--- src/rtl/reg_word_serializer.sv ---
// Parallel-to-serial stage with valid/ready on both sides, frame first/last markers and backpressure.
// Optional macro SERIAL_PARITY_EN appends one even-parity bit after the data bits.
module reg_word_serializer #(
    parameter int WIDTH     = 4,
    parameter bit MSB_FIRST = 1'b1
) (
    input  logic             clk,
    input  logic             clr,
    input  logic [WIDTH-1:0] din,
    input  logic             din_valid,
    output logic             din_ready,
    output logic             sout,
    output logic             sout_valid,
    input  logic             sout_ready,
    output logic             sout_first,
    output logic             sout_last,
    output logic             busy
);

`ifdef SERIAL_PARITY_EN
    localparam int FRAME_LEN = WIDTH + 1;
`else
    localparam int FRAME_LEN = WIDTH;
`endif
    localparam int            CW       = $clog2(FRAME_LEN + 1);
    localparam logic [CW-1:0] LAST_CNT = CW'(FRAME_LEN - 1);

    typedef enum logic {
        IDLE,
        SHIFT
    } state_t;

    state_t               state, state_next;
    logic [FRAME_LEN-1:0] shreg, shreg_next, load_word, shifted;
    logic [CW-1:0]        cnt, cnt_next;
    logic                 in_shift, head;

`ifdef SERIAL_PARITY_EN
    logic parity;
    assign parity    = ^din;
    // The parity bit always trails the data, whichever end is sent first.
    assign load_word = MSB_FIRST ? {din, parity} : {parity, din};
`else
    assign load_word = din;
`endif

    assign head    = MSB_FIRST ? shreg[FRAME_LEN-1] : shreg[0];
    assign shifted = MSB_FIRST ? {shreg[FRAME_LEN-2:0], 1'b0}
                               : {1'b0, shreg[FRAME_LEN-1:1]};

    assign in_shift   = (state == SHIFT);
    assign sout_valid = in_shift;
    assign busy       = in_shift;
    assign sout       = in_shift & head;
    assign sout_first = in_shift && (cnt == '0);
    assign sout_last  = in_shift && (cnt == LAST_CNT);
    assign din_ready  = !clr && (!in_shift || (sout_last && sout_ready));

    // NOTE: every signal gets its hold value first so no path leaves it unassigned (no latches).
    always_comb begin
        state_next = state;
        shreg_next = shreg;
        cnt_next   = cnt;
        if (din_ready && din_valid) begin
            state_next = SHIFT;
            shreg_next = load_word;
            cnt_next   = '0;
        end else if (in_shift && sout_ready) begin
            if (sout_last) begin
                state_next = IDLE;
                shreg_next = '0;
                cnt_next   = '0;
            end else begin
                shreg_next = shifted;
                cnt_next   = cnt + CW'(1);
            end
        end
    end

    // NOTE: clr is synchronous, so it sits inside the clocked block and wins over every other input.
    always_ff @(posedge clk) begin
        if (clr) begin
            state <= IDLE;
            shreg <= '0;
            cnt   <= '0;
        end else begin
            state <= state_next;
            shreg <= shreg_next;
            cnt   <= cnt_next;
        end
    end

endmodule

--- config.mk ---
export PLATFORM = sky130hd
export DESIGN_NAME = reg_word_serializer
export DESIGN_NICKNAME = d
export VERILOG_FILES = /design/src/rtl/reg_word_serializer.sv
export SDC_FILE = /design/constraint.sdc
export NUM_CORES = 1
export LEC_CHECK = 0
export BUFFER_PORTS_ARGS = -buffer_cell sky130_fd_sc_hd__buf_4
export CAP_MARGIN = 15
export CORE_AREA = 2 2 39 41
export CTS_BUF_LIST = sky130_fd_sc_hd__clkbuf_4
export CTS_CLUSTER_SIZE = 12
export DETAILED_ROUTE_END_ITERATION = 8
export DIE_AREA = 0 0 41 43
export GPL_TIMING_DRIVEN = 0
export HOLD_SLACK_MARGIN = 0.15
export MAX_ROUTING_LAYER = met4
export PLACE_DENSITY = 0.64
export SETUP_SLACK_MARGIN = 0.4
export SLEW_MARGIN = 20
export SYNTH_ARGS = -nofsm -noshare
export SYNTH_HDL_FRONTEND = slang
export SYNTH_SLANG_ARGS = --single-unit
--- constraint.sdc ---
create_clock -name clk -period 1.88 [get_ports clk]
set_input_delay 0.188 -clock clk [delete_from_list [all_inputs] [get_ports clk]]
set_output_delay 0.188 -clock clk [all_outputs]
set_load 0.03 [all_outputs]
==> reports/metrics.cfg <==
[grt]
grt_max_degree=11
antenna_found_initial=0
track_usage=0.149
use_met2=0.197
use_met3=0.0942
busiest_layer=met2
grt_pass1_wl_um=1630
grt-ovfl-total=0
first_global_vias=348
use_met1=0.178

[floorplan]
die_width_um=41
rows=14
die-height_um=43
fp.dieArea_mm2=0.00176
pin_count=14
start_util=0.350
core_area_mm2=0.00138

[power]
p_total_mw=0.407
ir_worst_vdd_v=0.000352
power_density_mw_per_mm2=644
p_leak_nw=0.256

[critical_path]
r2r-end=cnt[2]
slowest_delay_ps=360
regToRegSetupSlack_ps=630
cp_slowest_cell=dfxtp_2
worstPathRequired_ps=1690
worstSetupEndpointType=output pin
path_buf_inv=2
crit_arrival_ps=1220
cp-start-kind=flop
critPathKind=reg -> out
r2r_start=busy
worstPathMaxFanout=3
crit_chain=inv_1 -> ha_1 -> and3_2 -> buf_4
r2r_cells=3
cpLargestDelayFamily=flip-flops

[logic_synthesis]
yosysWarnings=0
synth_area_per_cell_um2=9.31
ys_ff_latch=8
synth_area_leader_cell=dfxtp_1
ys_seq_area_frac=0.331
synth_top_flop_cell=dfxtp_1
syn_inst=52
synth_edf_count=0
synthesis.nets=62
synthTopCellsByArea=dfxtp_1 33%, a311oi_2 9.3%, a21oi_1 6.2%
synthArstFlopShare=0
ys_types=24
synth_area_um2=484
synth.top_cell.area_share=0.331

[clocking]
h-tree-depth=1
cts_hold_buf=0
clkTransAtPathRegs_ps=60
clock_sinks=8
cts_tree=built
numCtsBuffers=3
clockBufferDepth=2
clockRootBuffer=clkbuf_4
insertion_delay_ps=260

[outcome]
status=finished, final reports clean

[place]
numPortBuffers=12
dp.cells=80
place_area_um2=594
hpwl_um=733
gp_congestion=0.755

[sta]
setup-violations-final=0
worstMarginPinSlew_ps=514
period_minus_slack_ps=1410
rsz0062_at_grt=false
skew_ps=5.04
max_freq_ghz=0.710
setup_tns_ps=0
maxSlewViolCount=0
hold_viol_final=0
fin_crit_sh=0.750
maxSlewHeadroom=0.657
whs_ps=187

[detailed_routing]
dr.pass1.iters=2
detail-route-antenna-nets=0
wirelength_um=1040
drc=0
vias=426
drtIter0Drc=5
wl_per_cell_um=12.5
vias_per_cell=5.13

[worst_hold_path]
hold_class=in -> reg
whs_path_depth=3
min-delay-start=din_valid
hold_end=busy

[layout]
num_antenna_cells=0
design_area_um2=632
fin_nets=79
stdcell_count=83
layout-drive-gt1-share=0.493
area_delta_synth_final_pct=30.5

[job]
timing.max_cap.violations=0

flip-flops by register name, summed over array words and instances (netlist names):
name	count
shreg	4
cnt	3
busy	1
cells by family after synthesis:
group / synth area share
simple gates: 0.300
compound gates: 0.248
flops: 0.331
buf+inv: 0.0698
fa+ha+maj: 0.0517
power breakdown:
group / leakage, nW / internal [mW] / switching, mW
clock: 0.0138 / 0.0733 / 0.0615
sequential: 0.0667 / 0.179 / 0.00793
combinational: 0.175 / 0.0399 / 0.0451
what timing repair did:
| item | 4_1_cts | 5_1_grt |
|---|---|---|
| setup endpoints to repair | 1 | 2 |
| buffers inserted | 0 | 0 |
| gates resized for setup | 2 | 2 |
| hold endpoints to repair | 0 | 0 |
synth_stat cells (all sizes together) (2+ instances only):
library cell and count:
nand2 7, a211oi 2, a311oi 3, buf 2, dfxtp 8, a21oi 6
ha 2, nand2b 2, nand3 6, and2 3, inv 3, and3 2
through the flow:
step	utilization	worst slack [ps]
2_1_floorplan	-	475
3_5_place_dp	0.429	518
5_1_grt	0.457	401
3_3_place_gp	0.429	526
6_report	0.457	471
4_1_cts	0.455	400
cells in the final DEF (no fill, tap or decap), types with 2 or more instances in the layout:
| cell type | count |
|---|---|
| nand2_1 | 6 |
| and3_2 | 2 |
| dfxtp_2 | 2 |
| a21oi_1 | 6 |
| nand3_1 | 6 |
| inv_1 | 3 |
| clkbuf_4 | 3 |
| buf_4 | 13 |
| dfxtp_1 | 6 |
| a311oi_2 | 3 |
cell type report:
cell class                 count  area [um^2]
buffer                         3         22.5
clock buffer                   3         22.5
fill                         141          752
inverter                       3         11.3
multi-input combinational     38          303
sequential                     8          163
tap                           16         20.0
timing repair buffer          12         90.1
worst max-delay path by stage:
stage | slack [ps] | startpoint | cells after the start | end
6_report | 470 | cnt[0] | 4 | sout_first
5_1_grt | 400 | cnt[0] | 4 | din_ready
4_1_cts | 400 | cnt[0] | 4 | sout_first
3_5_place_dp | 520 | cnt[0] | 4 | shreg[1]
3_3_place_gp | 530 | cnt[0] | 4 | shreg[1]
2_1_floorplan | 480 | cnt[0] | 3 | din_ready
worst reg2reg max path, cell delays in order, from the launching register on:
cell and delay (ps):
dfxtp_1 480, nand2b_4 230, nand2_2 90, a2111oi_2 340
layer usage:
layer,wire (um),up-vias
li1,-,219
met1,473,193
met2,480,12
met3,78,2
met4,9,0
met5,0,-
Power figures use the tool's default switching activity.
